## src/rtl/mips_alu.sv

```systemverilog
`default_nettype none
// +------------------------------------------------------------------------+
// | mips_alu : 32-bit EX-stage ALU, combinational result/equality flag plus |
// |            registered copies. Optional macro ALU_OVERFLOW_EN adds       |
// |            overflow / sticky overflow_q outputs.                        |
// | Revision : 1.0  initial release                                         |
// +------------------------------------------------------------------------+
module mips_alu #(
  parameter int WIDTH = 32
) (
  input  logic             clk,
  input  logic             reset,
  input  logic [WIDTH-1:0] A,
  input  logic [WIDTH-1:0] B,
  input  logic [2:0]       ALUOp,
  output logic [WIDTH-1:0] C,
  output logic             isEqual,
  output logic [WIDTH-1:0] C_q,
  output logic             isEqual_q
`ifdef ALU_OVERFLOW_EN
  ,
  output logic             overflow,
  output logic             overflow_q
`endif
);

  localparam logic [2:0] c_OP_ADD  = 3'b000;
  localparam logic [2:0] c_OP_SUB  = 3'b001;
  localparam logic [2:0] c_OP_OR   = 3'b010;
  localparam logic [2:0] c_OP_LUI  = 3'b011;
  localparam logic [2:0] c_OP_AND  = 3'b100;
  localparam logic [2:0] c_OP_XOR  = 3'b101;
  localparam logic [2:0] c_OP_SLT  = 3'b110;
  localparam logic [2:0] c_OP_SLTU = 3'b111;

  logic [WIDTH-1:0] w_sum;
  logic [WIDTH-1:0] w_diff;
  logic             w_slt;
  logic             w_sltu;

  assign w_sum   = A + B;
  assign w_diff  = A - B;
  assign w_slt   = ($signed(A) < $signed(B));
  assign w_sltu  = (A < B);
  assign isEqual = (A == B);

  always_comb begin
    C = '0;
    case (ALUOp)
      c_OP_ADD:  C = w_sum;
      c_OP_SUB:  C = w_diff;
      c_OP_OR:   C = A | B;
      c_OP_LUI:  C = {B[15:0], 16'h0000};
      c_OP_AND:  C = A & B;
      c_OP_XOR:  C = A ^ B;
      c_OP_SLT:  C = {{(WIDTH-1){1'b0}}, w_slt};
      c_OP_SLTU: C = {{(WIDTH-1){1'b0}}, w_sltu};
      default:   C = '0;
    endcase
  end

  always_ff @(posedge clk or negedge reset) begin
    if (!reset) begin
      C_q       <= '0;
      isEqual_q <= 1'b0;
    end else begin
      C_q       <= C;
      isEqual_q <= isEqual;
    end
  end

`ifdef ALU_OVERFLOW_EN
  always_comb begin
    overflow = 1'b0;
    case (ALUOp)
      c_OP_ADD: overflow = (A[WIDTH-1] == B[WIDTH-1]) && (w_sum[WIDTH-1]  != A[WIDTH-1]);
      c_OP_SUB: overflow = (A[WIDTH-1] != B[WIDTH-1]) && (w_diff[WIDTH-1] != A[WIDTH-1]);
      default:  overflow = 1'b0;
    endcase
  end

  // Sticky: once set, only reset clears it.
  always_ff @(posedge clk or negedge reset) begin
    if (!reset) begin
      overflow_q <= 1'b0;
    end else if (overflow) begin
      overflow_q <= 1'b1;
    end
  end
`endif

endmodule
`default_nettype wire

```

## config.mk

```make
export PLATFORM = sky130hd
export DESIGN_NAME = mips_alu
export DESIGN_NICKNAME = d
export VERILOG_FILES = /design/src/rtl/mips_alu.sv
export SDC_FILE = /design/constraint.sdc
export NUM_CORES = 1
export LEC_CHECK = 0
export ABC_CLOCK_PERIOD_IN_PS = 5600
export CAP_MARGIN = 15
export CORE_MARGIN = 8
export CORE_UTILIZATION = 28
export DETAILED_ROUTE_END_ITERATION = 16
export SLEW_MARGIN = 20
export SYNTH_ARGS = -nofsm -noshare
export SYNTH_HDL_FRONTEND = slang
export SYNTH_SLANG_ARGS = --single-unit
export TNS_END_PERCENT = 10
```

## constraint.sdc

```tcl
create_clock -name clk -period 5.6 [get_ports clk]
set_clock_uncertainty 0.05 [all_clocks]
set_input_delay 1.12 -clock clk [delete_from_list [all_inputs] [get_ports clk]]
set_output_delay 1.12 -clock clk [all_outputs]
set_load 0.01 [all_outputs]
```

==> metrics.md, run 1 <==
| Metric | Value |
|---|---|
| Post-synth net total | 1018 |
| Routability congestion estimate from global placement | 0.959 |
| CP Data Arrival Time | 4.49 ns |
| Gr ovfl total | 0 |
| Number of register bits inferred by synthesis | 33 |
| Design Power | 1620 uW |
| Share of total power in the clock network | 18.4% |
| CP endpoint kind | output port |
| Peak Freq | 177 MHz |
| Switching power total | 641 uW |
| Number of global-route vias before repair | 7615 |
| Register share of total power | 17.2% |
| Post-layout instance area | 0.00982 sq mm |
| Ys Warns | 0 |
| RSZ-0062 raised after global routing | true |
| Tcrit/Tclk final | 101% |
| Clock tree root buffer cell | clkbuf_16 |
| Worst Path Max Fanout | 5 |
| Share of power burned in combinational logic | 64.3% |
| Mapped Cells | 851 |
| Share of synthesized registers carrying an async set or reset | 100% |
| Overall routing resource usage | 19.9% |
| Total area of multi-input combinational cells | 0.00505 sq mm |
| Final Hold Viols | 0 |
| Die area | 0.0267 sq mm |
| Status | finished, violations left |
| Utilization of the core after routing | 45.6% |
| Antenna violations before repair | 0 |
| TritonRoute pass-1 iters | 6 |
| Failing checks | setup timing |
| Final setup violation count | 4 |
| Setup Slack @ Placement | -0.786 ns |
| Final HPWL from detailed placement | 22.0 mm |
| Classification of the worst-slack hold path | in -> async |
| Cell Area, Placed | 0.00924 sq mm |
| Number of vias in the routed layout | 7597 |
| EDFF count, synth | 0 |
| Global-route wire length before repair | 42.0 mm |
| Proportion of netlist area held by the largest area contributor | 19.8% |
| Final-layout fill cell count | 2092 |
| Ant. Diodes | 0 |
| Internal Power | 975 uW |
| DRC violations left | 0 |
| Area taken by flip-flops and latches | 826 sq um |
| Static leakage power | 0.00472 uW |
| Final number of max-transition violations | 0 |
| Fraction of final layout cells with drive strength greater than 1 | 28.5% |
| Tightest hold margin | 0.874 ns |
| Clock tree from TritonCTS | yes |
| DRC marker count from the first detailed-route iteration | 618 |
| Cell accounting for the most synthesized area | ha_1 |
| Worst-case vdd ir drop | 0.000104 V |
| Final worst-path setup slack | -0.0623 ns |
| Ratio of routed vias to standard cells | 5.23 |
| Number of buffers inserted during clock tree synthesis | 5 |
| Boundary Pins | 135 |
| Row count | 54 |
| Portion of the post-synthesis area used by sequential elements | 13.6% |
| Final ANT Viol Nets | 0 |
| Reported max-cap violation count | 0 |
| Critical path class | in -> out |
| Max transition margin | 46.1% |
| Core area | 0.0216 sq mm |
| CTS sink count | 33 |
| Longest Clk Path Bufs | 2 |
| Count of unique library cells instantiated by Yosys | 74 |
| Detail-routed net length per standard cell | 18.6 um |
| Die width | 163 um |
| Area growth from synthesis to layout | 61.5% |
| Mean post-synth cell area | 7.15 sq um |
| IO buf count | 134 |
| Clock period minus worst slack | 5.66 ns |
| Pwr per Cell Area | 165 mW/mm^2 |
| Hold_buf cts | 0 |
| Starting density of the core | 28.2% |
| Final-stage net count | 1339 |
| Top post-synthesis cells by area | ha_1 20%, dfrtp_1 14%, a21oi_1 7.4% |
| Dominant synthesized flop cell | dfrtp_1 |
| WL final | 27.0 mm |
| Actual transition at the worst max-transition pin | 0.809 ns |
| Largest net degree at the start of global routing | 79 |
| H-tree Lvls | 2 |
| Category of the worst setup path launch point | input port |
| Register clock-pin slew on the reported worst setup and hold paths | 0.06 ns |
| Critical path data required time | 4.43 ns |
| Synthesized area | 0.00608 sq mm |
| Switching share of total power | 39.7% |
| Vert. Die Dim | 163 um |
-- kinds of logic (layout without fill, tap and decap cells) --
logic type               count (synthesis)  count (layout)  share of synthesized area [%]
flip-flops                              33              33                           13.6
buffers and inverters                  153             475                           9.88
AO/OA/AOI/OAI                          296             296                           31.7
AND/OR/NAND/NOR                        229             229                           17.8
adder cells (fa/ha/maj)                 98              98                           20.4
multiplexers                            23              23                           3.85
XOR/XNOR                                19              19                           2.74
-- power groups by stage --
stage | Combinational, uW | Clock (uW) | Sequential, uW
after floorplan | 442 | 0 | 302
after global placement | 973 | 0 | 282
after detailed placement | 977 | 0 | 284
after CTS | 1010 | 307 | 279
after global routing | 1120 | 316 | 282
final | 1040 | 298 | 279
-- cell type report --
cell class | count | area share, %
clock buffer | 7 | 1.55
clock inverter | 1 | 0.0510
inverter | 99 | 3.78
multi-input combinational | 665 | 51.4
sequential | 33 | 8.41
tap | 280 | 3.57
timing repair buffer | 368 | 31.2
-- registers in the layout, summed over array words and instances, names as in the netlist --
register / cells
isEqual_q: 1
C_q: 32
-- through the flow --
| stage | instances | TNS (ns) |
|---|---|---|
| after CTS | 1451 | -0.867 |
| after detailed placement | 1437 | -8.76 |
| after floorplan | 851 | 0 |
| final | 1453 | -0.172 |
| after global routing | 1453 | -1.73 |
| after global placement | 1437 | -8.04 |
-- critical path: stages --
cell	delay [ns]
clkdlybuf4s50_1	0.49
inv_1	0.08
ha_4	0.29
nand2b_4	0.12
a21oi_1	0.07
or3b_4	0.41
o31ai_4	0.36
and3_4	0.25
o31a_1	0.19
buf_4	0.15
nor2b_1	0.05
o41ai_2	0.19
buf_4	0.17
clkdlybuf4s50_1	0.54
-- final timing paths --
path                           from                 to  slack [ns]  cells after the start
min                           reset  C_q[11]$_DFF_PN0_        0.87                      1
max in group asynchronous     reset  C_q[31]$_DFF_PN0_        4.11                      1
min in group clk           ALUOp[0]   C_q[1]$_DFF_PN0_        1.50                      3
max                            B[6]               C[0]       -0.06                     14
-- placed cells by master (no fill, tap or decap), types with 8 or more instances in the layout --
master,n
o21ai_0,46
nor3_1,12
clkdlybuf4s50_1,108
ha_4,8
a21oi_1,81
a21o_1,10
nand2_1,45
mux2i_1,20
xnor2_1,16
nand3_1,13
inv_1,96
dlygate4sd2_1,9
buf_2,9
nor2b_1,9
a21oi_2,9
ha_1,86
o22ai_1,19
o221ai_1,11
nor2_1,93
nor4_1,11
a211oi_1,10
nand2b_1,9
o21bai_1,13
dfrtp_1,33
buf_4,233
-- Yosys cell counts, drive strengths merged, types with 3 or more instances --
library cell / count
inv: 98
ha: 96
nor2: 96
a21oi: 90
o21ai: 54
nand2: 46
clkbuf: 37
dfrtp: 33
o22ai: 23
mux2i: 20
buf: 17
xnor2: 16
o21bai: 15
a211oi: 14
nor3: 14
nand3: 13
o221ai: 12
nand2b: 11
nor4: 11
a21o: 10
o31ai: 10
nor2b: 9
a31oi: 8
a311oi: 7
o21a: 7
or4: 7
a221oi: 6
nand4: 5
o211ai: 5
or2: 5
o31a: 4
o41ai: 4
a22o: 3
and3: 3
mux2: 3
xor2: 3
-- routing by layer --
| layer | share of wire [%] | vias up | global-route usage [%] |
|---|---|---|---|
| met5 | 0 | - | 0 |
| met4 | 4.4 | 0 | 9.22 |
| met3 | 7.0 | 65 | 3.10 |
| met2 | 45 | 329 | 32.0 |
| met1 | 44 | 3538 | 25.6 |
| li1 | - | 3665 | - |
-- what timing repair did --
action / CTS / global route
hold endpoints to repair: 0 / 0
resized for setup: 81 / 42
pin swaps: 21 / 14
buffers inserted: 6 / 2
endpoints found under the setup margin: 20 / 25
Power figures use the tool's default switching activity.
==> run 2: changes to the inputs <==
--- a/config.mk
+++ b/config.mk
@@ -7,9 +7,9 @@
 export LEC_CHECK = 0
 export ABC_CLOCK_PERIOD_IN_PS = 5600
 export CAP_MARGIN = 15
-export CORE_MARGIN = 8
 export CORE_UTILIZATION = 28
 export DETAILED_ROUTE_END_ITERATION = 16
+export DONT_BUFFER_PORTS = 1
 export SLEW_MARGIN = 20
 export SYNTH_ARGS = -nofsm -noshare
 export SYNTH_HDL_FRONTEND = slang
==> run 2 against run 1 <==
Effect of this change:
- via count is 16% lower
- critical endpoint is now C[26]
- clock-buffer cell count stayed put
- core utilization is 15 points lower
- sequential power is 7.9% higher
- non-clock buffer count is 346 lower
- combinational power is 43% lower
- design area is 33% lower
- global-route usage is 0.71 points higher
- die area is 16% lower
- worst hold slack worse by 0.40 ns
- maximum frequency is 4.3% higher
- total power is 26% lower
- the run now ends clean
==> metrics.md, run 2 (synthesis gave the netlist of run 1 again) <==
| Metric | Value |
|---|---|
| Final setup violation count | 0 (-4) |
| Max transition margin | 34.8% (-11 points) |
| Final HPWL from detailed placement | 18.3 mm (-17%) |
| Detail-routed net length per standard cell | 21.2 um (+14%) |
| Area growth from synthesis to layout | 7.67% |
| IO buf count | 0 (-100%) |
| Longest Clk Path Bufs | 2 (unchanged) |
| Static leakage power | 0.00302 uW (-36%) |
| Critical path class | in -> out |
| Overall routing resource usage | 20.6% (+0.71 points) |
| Category of the worst setup path launch point | input port |
| Resize count post-CTS | 0 (-100%) |
| Total negative slack for setup checks | 0 ns (+0.172 ns) |
| Routability congestion estimate from global placement | 0.974 (+1.6%) |
| H-tree Lvls | 2 (unchanged) |
| CP endpoint kind | output port |
| Hold_buf cts | 0 (unchanged) |
| DRC violations left | 0 (unchanged) |
| Worst-case vdd ir drop | 0.000103 V (-1.3%) |
| Largest reg by FF count | C_q |
| Number of global-route vias before repair | 6024 (-21%) |
| Row count | 53 (-1.9%) |
| Ratio of routed vias to standard cells | 5.81 (+11%) |
| CTS sink count | 33 (unchanged) |
| Final ANT Viol Nets | 0 (unchanged) |
| Number of vias in the routed layout | 6407 (-16%) |
| Non-filler cells, final | 1102 (-24%) |
| Worst Path Max Fanout | 12 (+7) |
| Final Hold Viols | 0 (unchanged) |
| Global-route wire length before repair | 35.1 mm (-16%) |
| Clock period minus worst slack | 5.43 ns (-0.232 ns) |
| Leading cell types in the layout, fill and taps excluded | 98 x inv_1, 96 x nor2_1, 96 x ha_1, 89 x a21oi_1, 52 x o21ai_0 |
| Tcrit/Tclk final | 97.0% (-4.1 points) |
| Register clock-pin slew on the reported worst setup and hold paths | 0.06 ns (about the same) |
| Critical path data required time | 4.43 ns (about the same) |
| Pwr per Cell Area | 183 mW/mm^2 (+11%) |
| TritonRoute pass-1 iters | 8 (+2) |
| Clock tree root buffer cell | clkbuf_16 |
| Vert. Die Dim | 149 um (-8.6%) |
| Core area | 0.0212 sq mm (-1.9%) |
| Ant. Diodes | 0 (unchanged) |
| Biggest regs | C_q x32, isEqual_q x1 |
| RSZ-0062 raised after global routing | false |
| Boundary Pins | 135 (unchanged) |
| Number of buffers inserted during clock tree synthesis | 5 (unchanged) |
| Largest net degree at the start of global routing | 80 (+1.3%) |
| Die area | 0.0223 sq mm (-16%) |
| Status | complete, no violations |
| Antenna violations before repair | 0 (unchanged) |
| Gr ovfl total | 0 (unchanged) |
| CP Data Arrival Time | 4.26 ns (-0.23 ns) |
| Clock tree from TritonCTS | yes |
| Buffer count from post-CTS setup fixing | 0 (-6) |
| Most common cell after layout, fill and taps aside | inv_1 |
| DRC marker count from the first detailed-route iteration | 615 (-0.49%) |
| Die width | 149 um (-8.6%) |
| Final-stage net count | 993 (-26%) |
| WL final | 23.3 mm (-14%) |
| Max FFs per register | 32 (unchanged) |
| Actual transition at the worst max-transition pin | 0.975 ns (+0.166 ns) |
| Reported max-cap violation count | 0 (unchanged) |
| Starting density of the core | 28.7% (+0.53 points) |
| Fraction of final layout cells with drive strength greater than 1 | 6.77% (-22 points) |
| # placed instances | 1094 (-24%) |
| Peak Freq | 184 MHz (+4.3%) |
| Classification of the worst-slack hold path | in -> async |
| Final number of max-transition violations | 0 (unchanged) |
| Beginning of the critical path | B[6] |
-- run 2: routing by layer --
metal  share of wire, %  global-route usage [%]  routed length, um  vias up
met5                  0                       0                  0        -
met4                5.4                    11.8               1270        0
met3                 12                    6.94               2900       64
met2                 43                    31.6              10100      377
met1                 39                    24.9               9050     3002
li1                   -                       -                  -     2964
-- run 2: where the power goes --
| group | internal, uW | switching [uW] |
|---|---|---|
| Sequential | 272 | 28.8 |
| Combinational | 222 | 373 |
| Clock | 189 | 113 |
-- run 2: area by class of cell --
type / count / area (sq um)
Sequential cell: 33 / 826
Multi-Input combinational cell: 665 / 4680
Timing Repair Buffer: 22 / 165
Clock buffer: 7 / 153
Inverter: 99 / 372
Clock inverter: 1 / 5.00
Tap cell: 275 / 344
Fill cell: 2276 / 14600
-- run 2: worst max-delay path by stage --
stage / endpoint / slack, ns / depth (start not counted)
2_1_floorplan: C[28] / 0.71 / 13
3_3_place_gp: C[28] / 0.04 / 13
3_5_place_dp: C[28] / 0.09 / 13
4_1_cts: C[28] / 0.08 / 13
5_1_grt: C[26] / 0.001 / 13
6_report: C[26] / 0.17 / 13
-- run 2: critical path, stage by stage --
cell,delay (ns)
inv_1,0.03
ha_1,0.49
nand2b_1,0.21
a21oi_1,0.08
or3b_1,0.41
o31ai_2,0.34
nand2_1,0.13
a311o_1,0.37
a311oi_1,0.28
o21ai_0,0.15
mux2_1,0.33
o22ai_1,0.15
buf_4,0.17
-- run 2: per-stage QoR --
stage / power [uW] / setup WS [ns] / hold WS (ns) / area [sq um] / utilization [%]
final: 1200 / 0.170 / 0.470 / 6550 / 31.0
after global routing: 1270 / 0.00132 / 0.459 / 6550 / 31.0
after CTS: 1190 / 0.0762 / 0.466 / 6520 / 30.8
after detailed placement: 881 / 0.0864 / 0.776 / 6360 / 30.1
after global placement: 878 / 0.0431 / 0.776 / 6360 / 30.1
after floorplan: 743 / 0.705 / 0.774 / 6080 / -
==> run 3: changes to the inputs <==
--- a/config.mk
+++ b/config.mk
@@ -14,4 +14,4 @@
 export SYNTH_ARGS = -nofsm -noshare
 export SYNTH_HDL_FRONTEND = slang
 export SYNTH_SLANG_ARGS = --single-unit
-export TNS_END_PERCENT = 10
+export TNS_END_PERCENT = 100
==> run 3 against run 2 <==
Effect of this change:
- combinational power about the same
- clock power about the same
- design area about the same
- sequential share of layout area about the same
- via count down 0.39%
- core utilization about the same
- clock-buffer cell count unchanged
- setup slack worse by 0.028 ns
- cell count unchanged
==> metrics.md, run 3 (synthesis gave the netlist of run 1 again) <==
| Metric | Value |
|---|---|
| DRC violations left | 0 (unchanged) |
| WL final | 23.4 mm (+0.33%) |
| Biggest regs | C_q x32, isEqual_q x1 |
| Core area | 0.0212 sq mm (unchanged) |
| Final Hold Viols | 0 (unchanged) |
| Status | complete, no violations |
| Cell Area, Placed | 0.00636 sq mm (unchanged) |
| Final number of max-transition violations | 0 (unchanged) |
| Classification of the worst-slack hold path | in -> async |
| Switching power total | 515 uW (+0.13%) |
| Internal Power | 682 uW (about the same) |
| Routability congestion estimate from global placement | 0.974 (unchanged) |
| Clock tree root buffer cell | clkbuf_16 |
| Hold_buf cts | 0 (unchanged) |
| Category of the worst setup path launch point | input port |
| Largest net degree at the start of global routing | 80 (unchanged) |
| RSZ-0062 raised after global routing | false |
| Number of global-route vias before repair | 6024 (unchanged) |
| Reported max-cap violation count | 0 (unchanged) |
| Final-stage net count | 993 (unchanged) |
| Register share of total power | 25.1% (about the same) |
| Peak Freq | 183 MHz (-0.51%) |
| Buf/Inv on CP | 2 (unchanged) |
| Max incr delay on CP | 0.49 ns (about the same) |
| Row count | 53 (unchanged) |
| Non-filler cells, final | 1102 (unchanged) |
| Clock period minus worst slack | 5.46 ns (+0.0280 ns) |
| Most common cell after layout, fill and taps aside | inv_1 |
| DRC marker count from the first detailed-route iteration | 598 (-2.8%) |
| Total negative slack for setup checks | 0 ns (unchanged) |
| Largest reg by FF count | C_q |
| Boundary Pins | 135 (unchanged) |
| List of cells traversed by the critical path | inv_1 > ha_1 > nand2b_1 > a21oi_1 > or3b_1 > o31ai_2 > nand2_1 > a311o_1 > a311oi_1 > o21ai_0 > mux2_1 > o22ai_1 > buf_4 |
| Resize count post-CTS | 0 (unchanged) |
| Post-layout instance area | 0.00654 sq mm (about the same) |
| Overall routing resource usage | 20.6% (unchanged) |
| Fraction of final layout cells with drive strength greater than 1 | 6.65% (-0.12 points) |
| Final-layout fill cell count | 2275 (-0.044%) |
| Detail-routed net length per standard cell | 21.2 um (+0.33%) |
| Vert. Die Dim | 149 um (unchanged) |
| Register clock-pin slew on the reported worst setup and hold paths | 0.06 ns (about the same) |
| Critical path data required time | 4.43 ns (about the same) |
| Global-route wire length before repair | 35.1 mm (unchanged) |
| IO buf count | 0 (unchanged) |
| Worst path top cell family by delay | compound AO/OA/AOI/OAI gates |
| Area growth from synthesis to layout | 7.57% (about the same) |
| Worst Path Max Fanout | 12 (unchanged) |
| Critical path class | in -> out |
| Final ANT Viol Nets | 0 (unchanged) |
| Antenna violations before repair | 0 (unchanged) |
| Pwr per Cell Area | 183 mW/mm^2 (+0.11%) |
| Gr ovfl total | 0 (unchanged) |
| Max transition margin | 33.5% (-1.2 points) |
| Final HPWL from detailed placement | 18.3 mm (unchanged) |
| CTS sink count | 33 (unchanged) |
| Static leakage power | 0.00302 uW (about the same) |
| Number of buffers inserted during clock tree synthesis | 5 (unchanged) |
| Max FFs per register | 32 (unchanged) |
| Ratio of routed vias to standard cells | 5.79 (-0.39%) |
| Actual transition at the worst max-transition pin | 0.993 ns (+0.0183 ns) |
| # placed instances | 1094 (unchanged) |
| Cell at the slowest stage of the critical path | ha_1 |
| Final setup violation count | 0 (unchanged) |
| Share of total power in the clock network | 25.1% (about the same) |
| Clock tree from TritonCTS | yes |
| Die area | 0.0223 sq mm (unchanged) |
| Buffer count from post-CTS setup fixing | 0 (unchanged) |
| Switching share of total power | 43.1% (+0.049 points) |
| Tightest hold margin | 0.470 ns (+0.000173 ns) |
| Ant. Diodes | 0 (unchanged) |
| Leading cell types in the layout, fill and taps excluded | 98 x inv_1, 96 x nor2_1, 96 x ha_1, 89 x a21oi_1, 52 x o21ai_0 |
| Worst-case vdd ir drop | 0.000102 V (-0.29%) |
| Tcrit/Tclk final | 97.5% (+0.50 points) |
| CP Data Arrival Time | 4.29 ns (+0.03 ns) |
| CP endpoint kind | output port |
| Starting density of the core | 28.7% (unchanged) |
| TritonRoute pass-1 iters | 6 (-2) |
| Number of vias in the routed layout | 6382 (-0.39%) |
| Design Power | 1200 uW (about the same) |
| Die width | 149 um (unchanged) |
| Share of power burned in combinational logic | 49.8% (about the same) |
| Longest Clk Path Bufs | 2 (unchanged) |
| H-tree Lvls | 2 (unchanged) |
## run 3: cell count changes in the layout (fill, tap and decap cells not counted)
cell / change
o22ai_1: +1
o22ai_2: -1
## run 3: power groups by stage
stage               Sequential [uW]  Clock, uW  Combinational, uW
floorplan                       302          0                442
global placement                305          0                573
detailed placement              306          0                575
CTS                             302        309                578
global route                    305        319                646
finish                          301        301                596
## run 3: layout make-up
type / instances / area [sq um] / share of cell area (%)
Tap cell: 275 / 344 / 5.26
Sequential cell: 33 / 826 / 12.6
Clock inverter: 1 / 5.00 / 0.0765
Timing Repair Buffer: 22 / 165 / 2.52
Inverter: 99 / 372 / 5.68
Clock buffer: 7 / 153 / 2.33
Multi-Input combinational cell: 665 / 4680 / 71.5
## run 3: through the flow
step	setup slack (ns)	utilization, %
2_1_floorplan	0.705	-
4_1_cts	0.0762	30.8
6_report	0.142	30.9
5_1_grt	0.00145	30.9
3_3_place_gp	0.0431	30.1
3_5_place_dp	0.0864	30.1
## run 3: final timing paths
| path | start | endpoint | depth (start not counted) |
|---|---|---|---|
| max | B[6] | C[26] | 13 |
| min | reset | C_q[14]$_DFF_PN0_ | 0 |
| max in group asynchronous | reset | C_q[26]$_DFF_PN0_ | 0 |
| min in group clk | ALUOp[1] | C_q[16]$_DFF_PN0_ | 1 |
## run 3: layer usage
| metal | vias up | global-route usage [%] | part of all wire [%] |
|---|---|---|---|
| met5 | - | 0 | 0 |
| met1 | 2999 | 24.9 | 39 |
| met2 | 362 | 31.6 | 43 |
| met3 | 58 | 6.94 | 12 |
| met4 | 0 | 11.8 | 5.3 |
| li1 | 2963 | - | - |
